## src/rtl/circuito_projeto_uc.sv

```systemverilog
// Control unit for circuito_projeto_fd: measure, classify, report over serial, actuate, repeat.
// Define MEDIDA_TIMEOUT_EN to build the AGUARDA_MEDIDA watchdog (limit TIMEOUT_CICLOS).
module circuito_projeto_uc #(
    parameter int TIMEOUT_CICLOS = 50000000
) (
    input  logic       clock,
    input  logic       reset,
    input  logic       ligar,
    input  logic       fim_1s,
    input  logic       fim_2s,
    input  logic       fim_estado4,
    input  logic       fim_medida,
    input  logic       fim_classificacao,
    input  logic       descartar_medida,
    input  logic [2:0] medida_classificacao,
    input  logic       fim_carater,
    input  logic       fim_mensagem,
    output logic       zera,
    output logic       zera_vlv,
    output logic       conta_1s,
    output logic       conta_2s,
    output logic       conta_estado4,
    output logic       mensurar,
    output logic       analisa_medida,
    output logic       envia,
    output logic       muda,
    output logic       liga_buzzer_baixa,
    output logic       liga_buzzer_alta,
    output logic       desliga_buzzers,
    output logic       abre_valvula_auto,
    output logic       fecha_valvula_auto,
    output logic       erro_medida,
    output logic       pronto,
    output logic [3:0] db_estado
);

    typedef enum logic [3:0] {
        INICIAL        = 4'd0,
        PREPARA        = 4'd1,
        ZERA_CICLO     = 4'd2,
        ESPERA         = 4'd3,
        MEDE           = 4'd4,
        AGUARDA_MEDIDA = 4'd5,
        ANALISA        = 4'd6,
        TRANSMITE      = 4'd7,
        AGUARDA_TX     = 4'd8,
        PROXIMO        = 4'd9,
        ATUA           = 4'd10,
        ALERTA         = 4'd11,
        AGUARDA_2S     = 4'd12
    } estado_t;

    localparam logic [2:0] CLASSE_BAIXO   = 3'b001;
    localparam logic [2:0] CLASSE_ALTO    = 3'b011;
    localparam logic [2:0] CLASSE_CRITICO = 3'b100;

    estado_t    estado;
    estado_t    proximo;
    logic [2:0] classe_reg;
    logic       timeout;

`ifdef MEDIDA_TIMEOUT_EN
    localparam int CW = $clog2(TIMEOUT_CICLOS + 1);

    logic [CW-1:0] cont_timeout;

    // Counter runs only while waiting for the sensors; any other state holds it at zero.
    always_ff @(posedge clock) begin
        if (reset || estado != AGUARDA_MEDIDA) begin
            cont_timeout <= '0;
        end else begin
            cont_timeout <= cont_timeout + CW'(1);
        end
    end

    assign timeout = (estado == AGUARDA_MEDIDA) &&
                     (cont_timeout == CW'(TIMEOUT_CICLOS - 1)) && !fim_medida;
`else
    // Without the watchdog this is constant 0 for any sensible limit.
    assign timeout = (TIMEOUT_CICLOS < 0);
`endif

    always_ff @(posedge clock) begin
        if (reset) begin
            estado     <= INICIAL;
            classe_reg <= 3'b000;
        end else begin
            estado <= proximo;
            if (estado == ANALISA && fim_classificacao) begin
                classe_reg <= medida_classificacao;
            end
        end
    end

    always_comb begin
        proximo = INICIAL;
        case (estado)
            INICIAL:        proximo = ligar ? PREPARA : INICIAL;
            PREPARA:        proximo = ESPERA;
            ZERA_CICLO:     proximo = ESPERA;
            ESPERA: begin
                if (!ligar)      proximo = INICIAL;
                else if (fim_1s) proximo = MEDE;
                else             proximo = ESPERA;
            end
            MEDE:           proximo = AGUARDA_MEDIDA;
            AGUARDA_MEDIDA: begin
                if (fim_medida)   proximo = ANALISA;
                else if (timeout) proximo = ZERA_CICLO;
                else              proximo = AGUARDA_MEDIDA;
            end
            ANALISA: begin
                if (!fim_classificacao)   proximo = ANALISA;
                else if (descartar_medida) proximo = ZERA_CICLO;
                else                       proximo = TRANSMITE;
            end
            TRANSMITE:      proximo = AGUARDA_TX;
            AGUARDA_TX:     proximo = fim_carater ? PROXIMO : AGUARDA_TX;
            PROXIMO:        proximo = fim_mensagem ? ATUA : TRANSMITE;
            ATUA:           proximo = (classe_reg == CLASSE_CRITICO) ? ALERTA : AGUARDA_2S;
            ALERTA:         proximo = fim_estado4 ? AGUARDA_2S : ALERTA;
            AGUARDA_2S: begin
                if (!ligar)      proximo = INICIAL;
                else if (fim_2s) proximo = ZERA_CICLO;
                else             proximo = AGUARDA_2S;
            end
            default:        proximo = INICIAL;
        endcase
    end

    always_comb begin
        zera               = 1'b0;
        zera_vlv           = 1'b0;
        conta_1s           = 1'b0;
        conta_2s           = 1'b0;
        conta_estado4      = 1'b0;
        mensurar           = 1'b0;
        analisa_medida     = 1'b0;
        envia              = 1'b0;
        muda               = 1'b0;
        liga_buzzer_baixa  = 1'b0;
        liga_buzzer_alta   = 1'b0;
        desliga_buzzers    = 1'b0;
        abre_valvula_auto  = 1'b0;
        fecha_valvula_auto = 1'b0;
        pronto             = 1'b0;
        case (estado)
            INICIAL:    pronto = 1'b1;
            PREPARA: begin
                zera     = 1'b1;
                zera_vlv = 1'b1;
            end
            ZERA_CICLO: zera = 1'b1;
            ESPERA:     conta_1s = 1'b1;
            MEDE:       mensurar = 1'b1;
            ANALISA:    analisa_medida = 1'b1;
            TRANSMITE:  envia = 1'b1;
            PROXIMO:    muda = 1'b1;
            ATUA: begin
                // Unknown class codes fall through to the normal (buzzers off) action.
                case (classe_reg)
                    CLASSE_BAIXO: begin
                        liga_buzzer_baixa = 1'b1;
                        abre_valvula_auto = 1'b1;
                    end
                    CLASSE_ALTO: begin
                        liga_buzzer_alta   = 1'b1;
                        fecha_valvula_auto = 1'b1;
                    end
                    CLASSE_CRITICO: begin
                        liga_buzzer_baixa  = 1'b1;
                        liga_buzzer_alta   = 1'b1;
                        fecha_valvula_auto = 1'b1;
                    end
                    default: desliga_buzzers = 1'b1;
                endcase
            end
            ALERTA:     conta_estado4 = 1'b1;
            AGUARDA_2S: conta_2s = 1'b1;
            default: ;
        endcase
    end

    assign erro_medida = timeout;
    assign db_estado   = estado;

endmodule

```

## config.mk

```make
export PLATFORM = sky130hd
export DESIGN_NAME = circuito_projeto_uc
export DESIGN_NICKNAME = d
export VERILOG_FILES = /design/src/rtl/circuito_projeto_uc.sv
export SDC_FILE = /design/constraint.sdc
export NUM_CORES = 1
export LEC_CHECK = 0
export CAP_MARGIN = 20
export CELL_PAD_IN_SITES_DETAIL_PLACEMENT = 1
export CELL_PAD_IN_SITES_GLOBAL_PLACEMENT = 1
export CORE_MARGIN = 4
export CORE_UTILIZATION = 26
export CTS_BUF_LIST = sky130_fd_sc_hd__clkbuf_8
export DETAILED_ROUTE_END_ITERATION = 12
export GPL_ROUTABILITY_DRIVEN = 1
export PLACE_DENSITY = 0.87
export SLEW_MARGIN = 25
export SYNTH_ARGS = -nofsm -noshare
export SYNTH_HDL_FRONTEND = slang
export SYNTH_SLANG_ARGS = --single-unit
```

## constraint.sdc

```tcl
create_clock -name clock -period 2 [get_ports clock]
set_clock_uncertainty 0.1 [all_clocks]
set_input_delay 0.2 -clock clock [delete_from_list [all_inputs] [get_ports clock]]
set_output_delay 0.2 -clock clock [all_outputs]
set_load 0.01 [all_outputs]
```

==> impl_metrics.toml, run 1 <==
[layout]
nFillCells = 290
fin_cells = 149
syn_to_final_growth_pct = 70.83
fin_nets = 136
diodes = 0
largest_register_ff_count = 4
drive_gt1_frac = 0.1736

[yosys]
seq_area_frac_synth = 0.2254
yosys.cell_types.count = 38
ys_ff_latch = 7
syn_area_per_cell_sq_um = 7.231
synth_edf_count = 0
yosysWarnings = 0
synthArstFlopShare = 0
syn-num-nets = 100
ys.flop_type = "dfxtp_1"
syn_inst = 86
netlist_area_sq_um = 621.8

[detailed_routing]
dr.pass1.iters = 2
ant_nets = 0
via_per_inst = 5.181
drt_iter0_drc = 9
route.detailed.drc = 0
routedWlPerCell_um = 16.12
drt_wl_total_mm = 2.402
vias = 772

[timing]
finalHoldViolCount = 0
period_minus_slack_ns = 1.926
finalSetupViolations = 0
fin_crit_sh = 0.9629
setup_tns_ns = 0
max_freq_mhz = 519.3
slew_viol_final = 0
grt_setup_unrepaired = "no"

[floorplan]
dieWidth_um = 56.91
design.die.area_sq_um = 3238
ioPinCount = 34
start_util = 0.2758
rows = 17
core_sq_um = 2255
die_y_um = 56.91

[global_route]
antenna_found_initial = 0
grt_first_pass_wirelength_mm = 3.960
grt_pass1_vias = 782
grt_max_degree = 15
gr-usage-all-layers = 0.1593
grt_overflow = 0

[pwr]
powerDensity_nw_per_um2 = 557.3
p_leak_nw = 0.4378
ir_worst_vdd_mv = 0.3440

[worst_setup_path]
cp.required_ns = 1.70
regToRegSetupSlack_ns = 0.41
cp-start-kind = "flip-flop"
cp-end-kind = "output port"
crit_arrival_ns = 1.63
max_stage_delay_ns = 0.62
cp_cell_sequence = "nor4bb_1 > clkdlybuf4s50_1"
path_max_fanout = 4
slowest_stage = "clkdlybuf4s50_1"
crit_type = "flip-flop to output port"

[place]
dp_hpwl_mm = 1.831
place.gp.congestion = 0.8167
dp_cells = 144
port_buffers = 32

[worst_hold_path]
hp-class = "flip-flop to flip-flop"

[clocking]
worstSkewPairLatency_ns = 0.23
tritoncts = "done"
clk_path_buf_depth = 2
ctsRootBufferMaster = "clkbuf_8"
cts.sinks = 7
cts_hold_buf = 0
h-tree-depth = 1
clk_pin_slew_ns = 0.04
cts-buffers-inserted = 3

[job]
maxCapViolations = 0

[status]
status = "complete, no violations"
[synth_stat cells (2+ instances only)]
cell type / instances / area share
nand2_1: 10 / 0.060
dfxtp_1: 7 / 0.23
a21oi_1: 6 / 0.048
nor2_1: 6 / 0.036
nand2b_1: 5 / 0.050
nor2b_1: 5 / 0.050
nor3_1: 5 / 0.040
nand3_1: 4 / 0.032
a31oi_1: 3 / 0.030
buf_2: 3 / 0.024
buf_4: 2 / 0.024
clkbuf_1: 2 / 0.012
o21ai_1: 2 / 0.016
xnor2_1: 2 / 0.028
[cell families (layout without fill, tap and decap cells)]
kind of cell | Yosys count | in the layout | share of synthesized area
DFF | 7 | 7 | 0.2253
buffers and inverters | 9 | 44 | 0.08449
other | 1 | 1 | 0.006030
and+or+nand+nor | 42 | 42 | 0.3743
AOI/OAI and AO/OA | 23 | 23 | 0.2475
muxes | 2 | 2 | 0.03420
xor gates and xnor gates | 2 | 2 | 0.02817
[where the power goes]
group          internal [mW]  switching [mW]  leakage (nW)  total (mW)
logic                  0.126           0.106         0.353       0.232
registers              0.150          0.0126        0.0583       0.163
clock network          0.133          0.0643        0.0269       0.197
total                  0.409           0.183         0.438       0.592
[final timing paths]
path | startpoint | to | depth (start not counted)
worst min register to register | classe_reg[2] | classe_reg[2] | 2
worst max-delay path | db_estado[2] | analisa_medida | 2
worst min-delay path | classe_reg[2] | classe_reg[2] | 2
worst max register to register | db_estado[2] | db_estado[0] | 5
[cells in the final DEF (no fill, tap or decap), drive strengths merged, types with 2 or more instances in the layout]
master	netlist	final
a21oi	6	6
a31oi	3	3
buf	6	7
clkbuf	2	3
clkdlybuf4s50	0	23
dfxtp	7	7
dlygate4sd2	0	5
dlymetal6s2s	0	4
inv	1	2
nand2	10	10
nand2b	5	5
nand3	4	4
nor2	6	6
nor2b	5	5
nor3	5	5
o21ai	4	4
xnor2	2	2
[routing by layer]
metal	vias to the layer above	global-route usage	wire [um]
met5	-	0	0
met4	0	0.09934	65
met3	4	0.02529	123
met2	23	0.2545	1159
met1	365	0.1975	1053
li1	380	-	-
[worst max-delay path, delay by kind of cell, from the launching register on]
family        cells  cell delay [ns]
buf+inv           1             0.62
flops             1             0.36
simple gates      1             0.41
[cell type report]
cell class                 instances  area (sq um)  share of cell area
clock buffer                       3         41.29             0.03887
clock inverter                     1         3.754            0.003534
inverter                           1         3.754            0.003534
multi-input combinational         70         457.9              0.4311
sequential                         7         143.9              0.1355
tap                               28         35.03             0.03298
timing repair buffer              39         376.6              0.3545
[what timing repair did]
action,CTS,global route
pin swaps,1,0
endpoints found under the setup margin,7,11
gates resized for setup,8,9
buffers inserted,1,0
cloned,0,0
[per-stage QoR]
step	hold WS (ns)	setup WS, ns	power (mW)	instance area (sq um)	utilization
final	0.4206	0.07421	0.5920	1062	0.4711
after global routing	0.4538	0.006206	0.6349	1062	0.4711
after CTS	0.4152	0.006563	0.5985	1028	0.4562
after global placement	0.3958	0.1748	0.3877	973.4	0.4317
after floorplan	0.1691	0.4659	0.2819	621.8	-
after detailed placement	0.4384	0.09942	0.3913	973.4	0.4317
Note: power is estimated with default switching activity, not from simulation.
==> inputs of run 2 (changes only) <==
--- a/config.mk
+++ b/config.mk
@@ -9,11 +9,13 @@
 export CELL_PAD_IN_SITES_DETAIL_PLACEMENT = 1
 export CELL_PAD_IN_SITES_GLOBAL_PLACEMENT = 1
 export CORE_MARGIN = 4
-export CORE_UTILIZATION = 26
+export CORE_UTILIZATION = 42
 export CTS_BUF_LIST = sky130_fd_sc_hd__clkbuf_8
 export DETAILED_ROUTE_END_ITERATION = 12
+export DONT_BUFFER_PORTS = 1
 export GPL_ROUTABILITY_DRIVEN = 1
-export PLACE_DENSITY = 0.87
+export MAX_ROUTING_LAYER = met4
+export PLACE_DENSITY = 0.85
 export SLEW_MARGIN = 25
 export SYNTH_ARGS = -nofsm -noshare
 export SYNTH_HDL_FRONTEND = slang
==> run 2 against run 1 <==
  * Utilization is 6.0 points higher
  * Cell area down 33%
  * Clock-buffer cell count unchanged
  * Non-clock buffer count fell by 31
  * Highest routed layer unchanged
==> impl_metrics.toml, run 2 (synthesized netlist as in run 1, its figures left out) <==
[clocking]
cts-buffers-inserted = 3
cts.sinks = 7
ctsRootBufferMaster = "clkbuf_8"
postCtsSetupRepairBufs = 0
tritoncts = "done"
clk_pin_slew_ns = 0.04
worstSkewPairLatency_ns = 0.23
h-tree-depth = 1
clk_path_buf_depth = 2

[global_route]
grt_overflow = 0
gr-usage-all-layers = 0.2187
grt_first_pass_wirelength_mm = 3.180
grt_max_degree = 16
antenna_found_initial = 0
grt_pass1_vias = 669

[worst_setup_path]
cp-start-kind = "flip-flop"
crit_arrival_ns = 1.51
cp-end-kind = "output port"
path_max_fanout = 12
crit_type = "flip-flop to output port"
startpoint = "db_estado[0]"
r2r_start = "db_estado[0]"
cp.required_ns = 1.70

[place]
dp_hpwl_mm = 1.629
pre_cts_ws_ns = 0.2735
port_buffers = 0
place_area_sq_um = 644.4
place.gp.congestion = 0.7582

[timing]
period_minus_slack_ns = 1.813
setup_ws_ns = 0.1868
finalSetupViolations = 0
worst_pin_slew_ns = 0.5249
slew_headroom = 0.6496
slew_viol_final = 0
finalHoldViolCount = 0
setup_tns_ns = 0
fin_crit_sh = 0.9066
grt_setup_unrepaired = "no"
max_freq_mhz = 551.5

[floorplan]
die_y_um = 46.48
core_sq_um = 1350
dieWidth_um = 46.48
start_util = 0.4606
ioPinCount = 34
rows = 13
design.die.area_sq_um = 2160

[detailed_routing]
drt_wl_total_mm = 2.039
ant_nets = 0
route.detailed.drc = 0
via_per_inst = 6.333
routedWlPerCell_um = 19.42
drt_iter0_drc = 14
dr.pass1.iters = 4
vias = 665

[layout]
nFillCells = 181
layout_commonest_cell = "nand2_1"
syn_to_final_growth_pct = 15.29
largest_register_ff_count = 4
final_cell_area_sq_um = 716.9
drive_gt1_frac = 0.1667
fin_nets = 105
final_cell_mix = "nand2_1 (10), buf_4 (7), nor2_1 (6), a21oi_1 (6), dfxtp_1 (6)"
diodes = 0

[worst_hold_path]
hp-class = "input port to flip-flop"
worst_hold_startpoint = "medida_classificacao[2]"

[status]
status = "complete, no violations"

[job]
maxCapViolations = 0

[pwr]
ir_worst_vdd_mv = 0.4532
powerDensity_nw_per_um2 = 684.8
p_leak_nw = 0.2386
## run 2: cell types whose count changed in the layout (fill, tap and decap cells not counted), sizes merged
cell | previous run | this run
clkdlybuf4s50 | 23 | 0
dlygate4sd2 | 5 | 0
dlygate4sd3 | 0 | 1
dlymetal6s2s | 4 | 0
## run 2: per-layer routing
| metal | GRT usage | wire length [um] | vias up |
|---|---|---|---|
| met4 | 0.1364 | 79 | 0 |
| met5 | - | 0 | - |
| met2 | 0.3379 | 998 | 27 |
| met3 | 0.07422 | 158 | 11 |
| met1 | 0.2373 | 803 | 310 |
| li1 | - | - | 317 |
## run 2: cell type report
class | count | area [sq um] | share of cell area
tap | 15 | 18.77 | 0.02618
timing repair buffer | 8 | 62.56 | 0.08726
clock buffer | 3 | 41.29 | 0.05759
multi-input combinational | 70 | 445.4 | 0.6213
sequential | 7 | 141.4 | 0.1972
inverter | 1 | 3.754 | 0.005236
clock inverter | 1 | 3.754 | 0.005236
## run 2: what timing repair did
item | in CTS | in global routing
gates resized for setup | 0 | 2
hold endpoints to repair | 3 | 0
hold buffers | 1 | 0
endpoints found under the setup margin | 0 | 2
## run 2: power by group
group | leakage [nW] | switching (mW) | internal [mW]
clock network | 0.0269 | 0.0594 | 0.132
registers | 0.0572 | 0.0343 | 0.150
logic | 0.154 | 0.0643 | 0.0501
total | 0.239 | 0.158 | 0.333
## run 2: stage by stage
step | hold slack [ns] | std cells | utilization | power (mW)
2_1_floorplan | 0.1691 | 86 | - | 0.2819
5_1_grt | 0.01762 | 105 | 0.5310 | 0.5201
4_1_cts | 0.02289 | 105 | 0.5181 | 0.4880
3_3_place_gp | 0.1702 | 100 | 0.4773 | 0.2864
6_report | 0.02124 | 105 | 0.5310 | 0.4910
3_5_place_dp | 0.1721 | 100 | 0.4773 | 0.2938
## run 2: worst max-delay path: stages, from the launching register on
cell and delay [ns]:
dfxtp_1 0.47, nand4bb_4 0.30, nor2b_1 0.17, a21boi_0 0.19, buf_4 0.15
## run 2: path summary, 6_finish.rpt
check,slack (ns),depth (start not counted),end
setup / recovery,0.19,4,desliga_buzzers
hold / removal,0.02,2,classe_reg[2]
setup reg to reg,0.27,5,db_estado[1]
hold reg to reg,0.41,2,classe_reg[1]
